### src/rtl/id_ex_stage.sv
// ID/EX pipeline register: captures decoded fields, resolves ALU operands with
// EX/MEM and MEM/WB forwarding, and detects load-use hazards.
module id_ex_stage #(
  parameter int DATA_SIZE     = 32,
  parameter int ALU_CTRL_SIZE = 4,
  parameter int REG_ADDR_SIZE = 5
) (
  input  logic                     clk,
  input  logic                     rst,
  input  logic                     id_valid,
  input  logic [DATA_SIZE-1:0]     id_pc,
  input  logic [DATA_SIZE-1:0]     id_rs1_data,
  input  logic [DATA_SIZE-1:0]     id_rs2_data,
  input  logic [REG_ADDR_SIZE-1:0] id_rs1_addr,
  input  logic [REG_ADDR_SIZE-1:0] id_rs2_addr,
  input  logic                     id_uses_rs1,
  input  logic                     id_uses_rs2,
  input  logic [DATA_SIZE-1:0]     id_imm,
  input  logic [REG_ADDR_SIZE-1:0] id_rd_addr,
  input  logic [ALU_CTRL_SIZE-1:0] id_alu_ctrl,
  input  logic                     id_src_a_sel,
  input  logic                     id_src_b_sel,
  input  logic                     id_reg_write,
  input  logic                     id_mem_read,
  input  logic                     id_mem_write,
  input  logic                     stall_in,
  input  logic                     flush,
  input  logic                     exmem_reg_write,
  input  logic [REG_ADDR_SIZE-1:0] exmem_rd_addr,
  input  logic [DATA_SIZE-1:0]     exmem_result,
  input  logic                     memwb_reg_write,
  input  logic [REG_ADDR_SIZE-1:0] memwb_rd_addr,
  input  logic [DATA_SIZE-1:0]     memwb_result,
  output logic                     load_use_stall,
  output logic                     ex_valid,
  output logic [DATA_SIZE-1:0]     ex_A,
  output logic [DATA_SIZE-1:0]     ex_B,
  output logic [ALU_CTRL_SIZE-1:0] ex_alu_ctrl,
  output logic [DATA_SIZE-1:0]     ex_store_data,
  output logic [REG_ADDR_SIZE-1:0] ex_rd_addr,
  output logic                     ex_reg_write,
  output logic                     ex_mem_read,
  output logic                     ex_mem_write
);

  logic [DATA_SIZE-1:0]     pc_q, rs1_data_q, rs2_data_q, imm_q;
  logic [REG_ADDR_SIZE-1:0] rs1_addr_q, rs2_addr_q, rd_addr_q;
  logic [ALU_CTRL_SIZE-1:0] alu_ctrl_q;
  logic                     valid_q, uses_rs1_q, uses_rs2_q, src_a_sel_q, src_b_sel_q;
  logic                     reg_write_q, mem_read_q, mem_write_q;
  logic                     bubble, capture;
  logic [DATA_SIZE-1:0]     rs1_fwd, rs2_fwd;

  // Stall handshake: stall_in freezes this register (a flush still wins);
  // load_use_stall asks upstream to hold PC and IF/ID while a bubble goes in.
  assign load_use_stall = valid_q && mem_read_q && (rd_addr_q != '0) && id_valid &&
                          ((id_uses_rs1 && (id_rs1_addr == rd_addr_q)) ||
                           (id_uses_rs2 && (id_rs2_addr == rd_addr_q)));

  assign bubble  = flush || (!stall_in && (load_use_stall || !id_valid));
  assign capture = !stall_in;

  always_ff @(posedge clk) begin
    if (rst || bubble) begin
      valid_q     <= 1'b0;
      pc_q        <= '0;
      rs1_data_q  <= '0;
      rs2_data_q  <= '0;
      rs1_addr_q  <= '0;
      rs2_addr_q  <= '0;
      uses_rs1_q  <= 1'b0;
      uses_rs2_q  <= 1'b0;
      imm_q       <= '0;
      rd_addr_q   <= '0;
      alu_ctrl_q  <= '0;
      src_a_sel_q <= 1'b0;
      src_b_sel_q <= 1'b0;
      reg_write_q <= 1'b0;
      mem_read_q  <= 1'b0;
      mem_write_q <= 1'b0;
    end else if (capture) begin
      valid_q     <= 1'b1;
      pc_q        <= id_pc;
      rs1_data_q  <= id_rs1_data;
      rs2_data_q  <= id_rs2_data;
      rs1_addr_q  <= id_rs1_addr;
      rs2_addr_q  <= id_rs2_addr;
      uses_rs1_q  <= id_uses_rs1;
      uses_rs2_q  <= id_uses_rs2;
      imm_q       <= id_imm;
      rd_addr_q   <= id_rd_addr;
      alu_ctrl_q  <= id_alu_ctrl;
      src_a_sel_q <= id_src_a_sel;
      src_b_sel_q <= id_src_b_sel;
      reg_write_q <= id_reg_write;
      mem_read_q  <= id_mem_read;
      mem_write_q <= id_mem_write;
    end
  end

  // EX/MEM is the younger producer, so it beats MEM/WB; x0 is never forwarded.
  function automatic logic [DATA_SIZE-1:0] resolve(
    input logic                     uses,
    input logic [REG_ADDR_SIZE-1:0] addr,
    input logic [DATA_SIZE-1:0]     rf_data,
    input logic                     xm_we,
    input logic [REG_ADDR_SIZE-1:0] xm_rd,
    input logic [DATA_SIZE-1:0]     xm_res,
    input logic                     mw_we,
    input logic [REG_ADDR_SIZE-1:0] mw_rd,
    input logic [DATA_SIZE-1:0]     mw_res
  );
    logic [DATA_SIZE-1:0] r;
    r = rf_data;
    if (uses && xm_we && (xm_rd != '0) && (xm_rd == addr))
      r = xm_res;
    else if (uses && mw_we && (mw_rd != '0) && (mw_rd == addr))
      r = mw_res;
    return r;
  endfunction

  always_comb begin
    rs1_fwd = resolve(uses_rs1_q, rs1_addr_q, rs1_data_q,
                      exmem_reg_write, exmem_rd_addr, exmem_result,
                      memwb_reg_write, memwb_rd_addr, memwb_result);
    rs2_fwd = resolve(uses_rs2_q, rs2_addr_q, rs2_data_q,
                      exmem_reg_write, exmem_rd_addr, exmem_result,
                      memwb_reg_write, memwb_rd_addr, memwb_result);
  end

  assign ex_A          = src_a_sel_q ? pc_q  : rs1_fwd;
  assign ex_B          = src_b_sel_q ? imm_q : rs2_fwd;
  assign ex_store_data = rs2_fwd;
  assign ex_valid      = valid_q;
  assign ex_alu_ctrl   = alu_ctrl_q;
  assign ex_rd_addr    = rd_addr_q;
  assign ex_reg_write  = reg_write_q;
  assign ex_mem_read   = mem_read_q;
  assign ex_mem_write  = mem_write_q;

endmodule

### config.mk
export PLATFORM = sky130hd
export DESIGN_NAME = id_ex_stage
export DESIGN_NICKNAME = d
export VERILOG_FILES = /design/src/rtl/id_ex_stage.sv
export SDC_FILE = /design/constraint.sdc
export NUM_CORES = 1
export LEC_CHECK = 0
export BUFFER_PORTS_ARGS = -buffer_cell sky130_fd_sc_hd__buf_4
export CAP_MARGIN = 30
export CORE_AREA = 2 2 134 136
export DETAILED_ROUTE_END_ITERATION = 8
export DIE_AREA = 0 0 136 138
export PLACE_DENSITY_LB_ADDON = 0.2
export SLEW_MARGIN = 20
export SYNTH_ARGS = -nofsm -noshare
export SYNTH_HDL_FRONTEND = slang
export SYNTH_SLANG_ARGS = --single-unit
### constraint.sdc
create_clock -name clk -period 2.94 [get_ports clk]
set_input_delay 0.588 -clock clk [delete_from_list [all_inputs] [get_ports clk]]
set_output_delay 0.588 -clock clk [all_outputs]
set_load 0.01 [all_outputs]
---- After elaboration in Yosys (flattened, before gate mapping) ----
Cells that the tools add are included.
storage, ports and cells
  word-level logic and storage cells ...... 56
  memories ................................ 0
  bits in writable memories ............... 0
  output and inout bits ................... 110
  latch bits .............................. 0
  ROM bits ................................ 0
  register bits ........................... 155
cells by class
  add/subtract/negate cells ............... 0
  bitwise gates (word level) .............. 0
  multiplexer cells ....................... 6
  eq/ne operators ......................... 6
  order comparisons ....................... 0
  divide/modulo/power cells ............... 0
  reductions and logical operators ........ 28
  multipliers ............................. 0
  shifts and indexed selects .............. 0
operator list
  cell                count
  two-way mux 32 bit  6
  == test 5 bit       6
  logical AND 1 bit   19
  nonzero test 5 bit  3
  logical OR 1 bit    4
  logical NOT 1 bit   2

---- Logic depth before layout (Yosys ltp) ----
  depth in word-level cells ............... 8
  mapped depth ............................ 8
  mapped depth without buffers ............ 5

---- Least setup slack after synthesis ----
Ideal clock, no wire load.
  kind .................................... input port to output port
  start point ............................. in memwb_rd_addr[2]
  end point ............................... out ex_B[1]
  buffers on the path ..................... 1
  arrival time ............................ 2093 ps
  cell stages on the path ................. 6
  setup slack ............................. 259 ps
  required time ........................... 2352 ps
  cell sequence ........................... or4_1 o21ai_2 nor3_2 buf_4 mux2i_1 a221oi_1
between the ends
  word-level cells in the longest chain between the ends .. 6
  elaborated cells between the ends (all ways) .. 7
  those cells by class .................... eq/ne (1); mux (3); reduce/logical (3)
RTL lines
  element               line  RTL
  start, declared       32    input logic [REG_ADDR_SIZE-1:0] memwb_rd_addr,
  nonzero test 5 bit    117   else if (uses && mw_we && (mw_rd != '0) && (mw_rd == addr))
  logical AND 1 bit     117
  logical AND 1 bit *   117
  two-way mux 32 bit *  117
  two-way mux 32 bit *  115   if (uses && xm_we && (xm_rd != '0) && (xm_rd == addr))
  two-way mux 32 bit *  132   assign ex_B = src_b_sel_q ? imm_q : rs2_fwd;
  end, declared         37    output logic [DATA_SIZE-1:0] ex_B,
Mark *: on every way between the ends. The rest lies on a longest branch, timed or not.

---- Worst setup path in the final report ----
  start point ............................. in exmem_rd_addr[4]
  end point ............................... out ex_B[26]
between the ends
  word-level cells in the longest chain between the ends .. 5
  elaborated cells between the ends (all ways) .. 6
  those cells by class .................... eq/ne (1); mux (2); reduce/logical (3)
RTL lines
  element               line  RTL
  start, declared       29    input logic [REG_ADDR_SIZE-1:0] exmem_rd_addr,
  nonzero test 5 bit    115
  logical AND 1 bit     115
  logical AND 1 bit *   115
  two-way mux 32 bit *  115
  two-way mux 32 bit *  132
Marked as above.

==> summary.log <==
[run_status] status finished, violations left
[run_status] violated checks negative setup slack
[timing] final setup fails 60
[yosys] dominant synthesized flop cell dfxtp_1
[placed_design] Post-Place Cells 1303
[yosys] Post-Synth XOR/XNOR Area 3.24%
[yosys] part of the Yosys area used for sequential elements 41.0%
[global_routing] overall overflow remaining after global route 0
[floorplan] die extent in y 138 um
[yosys] mux contribution to synthesized area 8.47%
[global_routing] vias in the first global route 7793
[critical_path] RR Startpoint ex_rd_addr[4]
[yosys] Synth area leaders dfxtp_1 41%, a22o_1 18%, mux2i_1 8.5%
[timing] largest clock skew in the final design 0.0172 ns
[detailed_routing] post-detailed-route via-to-cell ratio 5.72
[detailed_routing] DRC marker count from the first detailed-route iteration 517
[cells_and_area] antenna diode count 0
[yosys] Yosys top cell area share 41.0%
[timing] final-report max-slew violation count 0
[critical_path] depth of the worst register-to-register path 6
[floorplan] I/O pins 345
[yosys] number of instances in the synthesized netlist 768
[yosys] FF+latch count, synth 155
[timing] unrepaired setup endpoints after global routing true
[timing] Fin. Hold Viols 0
[job] max-capacitance violation count 0
[clocking] CTS tree yes
[critical_path] minimum setup slack among reg-to-reg paths 1.06 ns
[timing] time the final worst path needs with I/O delays and setup 3.06 ns
[timing] post-route clock period utilization 104%
[placed_design] sum of net half-perimeters after detailed placement 19900 um
[detailed_routing] detailed-route DRC error count 0
[clocking] total clock sinks 155
[timing] max-slew headroom at the worst pin 63.4%
[detailed_routing] total iterations of the first detailed-routing run 7
[placed_design] Port Buffers 344
[global_routing] Tot GR Track Use 30.6%
[clocking] htree depth 4
[detailed_routing] Routed Wire Length 30700 um
[clocking] number of buffers created by CTS 17
[critical_path] endpoint class of the critical path output port
[placed_design] Placed Area 10600 sq um
[floorplan] core box area 17500 sq um
[yosys] synthesized-area fraction occupied by adder cells 0%
[timing] slew of the pin with the lowest slew margin 0.549 ns
[clocking] root cell of the clock tree clkbuf_16
[yosys] synthesized-area fraction occupied by ao, oa, aoi and oai cells 31.0%
[pwr] maximum VDD drop 385 uV
[yosys] library cell occupying the most area in the post-synthesis netlist dfxtp_1
[hold_path] number of cells on the worst hold path 2
[detailed_routing] total number of vias 7818
[cells_and_area] proportion of layout cells with a drive suffix above 1 47.2%
[critical_path] Data required, critical path 2.35 ns
[global_routing] global-route wire length before repair 44000 um
[critical_path] Reg-to-Reg End rs1_data_q[20]
[critical_path] crit path launch type input pin
[hold_path] worst min-delay path class in -> reg
[clocking] clock insertion delay at the later pin of the skew report 0.42 ns
[timing] Achievable Freq 327 MHz
[yosys] average footprint of a synthesized cell 9.84 sq um
[yosys] most frequent cells after synthesis 155 x dfxtp_1, 154 x a22o_1, 97 x inv_1, 64 x mux2i_1, 36 x a21oi_1
[pwr] PD cells 407 nW/um^2
[critical_path] buffer and inverter count on the worst path 3
[hold_path] worst hold path endpoint rs1_data_q[4]
[placed_design] Final Wtd Congestion 0.929
[critical_path] Critical-path top delay cell or4_4
[pwr] Leak 5.26 nW
[cells_and_area] synthesis-to-layout area growth 60.6%
[cells_and_area] final design area excluding fillers 12100 sq um
[yosys] simple-gate portion of the synthesized area 6.29%
[floorplan] row count 49
[yosys] Syn Nets 1003
[critical_path] cell type group with the largest total delay on the critical path simple AND/OR/NAND/NOR gates
[global_routing] initial antenna violation count 0
[cells_and_area] number of standard cells in the layout, taps in and fillers out 1367
[yosys] warning count from the yosys run 0
[floorplan] width of the chip 136 um
[detailed_routing] final routed wire length divided by cell count 22.5 um
[critical_path] Critical Path AT 2.47 ns
[yosys] dominant cell by count in the synthesized netlist dfxtp_1
[yosys] number of flops mapped to enable cells by yosys 0
[timing] final setup slack of the worst path -0.115 ns
[clocking] clock edge transition at the registers on the reported setup and hold paths 0.06 ns
[cells_and_area] nets@finish 1360
[yosys] count of cell types in the netlist 30
[global_routing] pin count of the biggest net entering global routing 87
[yosys] post-synthesis cell area 7560 sq um
[critical_path] slowest cell delay on critical path 0.55 ns
[floorplan] overall die area 18800 sq um
[critical_path] maximum fanout encountered on the critical timing path 6
[clocking] Max Buffers Root-to-Sink 2
[hold_path] startpoint of the worst hold path id_rs1_data[4]
[floorplan] effective utilization at floorplan 43.1%
[yosys] largest family of logic cells by synthesized area compound AO/OA/AOI/OAI gates
[pwr] total power draw 4.94 mW
[critical_path] worst path cell trace buf_6 > or4_4 > a21oi_1 > or3_4 > nor2b_4 > clkbuf_16 > a221oi_2 > buf_4
[clocking] CTS Hold Bufs 0
[detailed_routing] number of nets with antenna violations after detailed routing 0
[critical_path] critical setup path kind in -> out
[yosys] fraction of synthesis flops using an asynchronous set or reset pin 0%
==> flip-flops by register name, summed over array words and instances (netlist names) <==
register	count
rs2_data_q	32
ex_valid	1
imm_q	32
uses_rs1_q	1
pc_q	32
src_b_sel_q	1
rs1_data_q	32
ex_rd_addr	5
uses_rs2_q	1
src_a_sel_q	1
rs2_addr_q	5
ex_alu_ctrl	4
rs1_addr_q	5
ex_mem_write	1
ex_reg_write	1
ex_mem_read	1
==> repair_timing <==
| item | in CTS | in global routing |
|---|---|---|
| resized for setup | 58 | 55 |
| endpoints found under the hold margin | 0 | 0 |
| setup buffers | 19 | 3 |
| pin swaps | 49 | 26 |
| gates cloned | 6 | 5 |
| setup endpoints to repair | 95 | 94 |
==> routing by layer <==
metal	vias to the layer above	global-route usage [%]	wire [um]
li1	3601	-	-
met1	3691	36.1	11700
met2	436	50.2	14800
met3	90	8.58	2880
met4	0	16.3	1400
met5	-	0	0
==> through the flow <==
step                hold slack [ns]  utilization, %  setup TNS [ns]  setup slack (ns)
floorplan                     0.441               -               0             0.259
global placement              0.455            60.2          -19.44            -0.363
detailed placement            0.455            60.2          -21.72            -0.476
CTS                           0.362            66.7           -3.42            -0.144
global route                  0.360            69.2           -7.53            -0.182
finish                        0.374            69.2           -4.23            -0.115
==> logic make-up after synthesis <==
group                  count (synthesis)
multiplexers                          64
AO/OA/AOI/OAI                        257
buffers and inverters                169
AND/OR/NAND/NOR                       95
flip-flops                           155
XOR/XNOR                              28
==> power breakdown <==
part / total [mW] / internal, mW / switching, mW
Clock: 2.07 / 1.19 / 0.882
Sequential: 2.18 / 2.14 / 0.0394
Combinational: 0.685 / 0.398 / 0.287
Total: 4.94 / 3.73 / 1.21
==> cells in the final DEF, fill, tap and decap left out, types with 3 or more instances in the layout <==
master,count
dfxtp_2,5
a22o_1,154
nand4_1,4
a222oi_1,32
nand3_1,3
mux2i_2,12
buf_16,3
a21oi_1,24
xnor2_2,6
buf_12,24
a21oi_4,3
clkbuf_1,5
nor2_1,34
inv_1,97
nor2b_4,3
dfxtp_4,4
mux2i_4,14
a221oi_4,4
dfxtp_1,146
buf_6,17
mux2i_1,38
nor3_1,32
a221oi_2,28
a21oi_2,9
nand2_1,5
buf_4,356
xnor2_1,21
clkbuf_16,23
==> worst max path at each step <==
stage / startpoint / to / slack, ns / cells after the start
CTS: memwb_rd_addr[0] / ex_B[10] / -0.14 / 9
finish: exmem_rd_addr[4] / ex_B[26] / -0.12 / 8
global placement: memwb_rd_addr[2] / ex_A[31] / -0.36 / 8
detailed placement: exmem_rd_addr[1] / ex_A[27] / -0.48 / 8
global route: rs1_addr_q[0] / ex_A[4] / -0.18 / 9
floorplan: memwb_rd_addr[2] / ex_B[1] / 0.26 / 6
==> area by class of cell <==
cell class,count,area (sq um)
inverters,97,364
flip-flops and latches,155,3120
fillers,1364,5400
well taps,229,287
clock buffers,23,458
clock inverters,9,90.1
repair buffers,408,3610
multi-input cells,446,4210
Power figures use the tool's default switching activity.
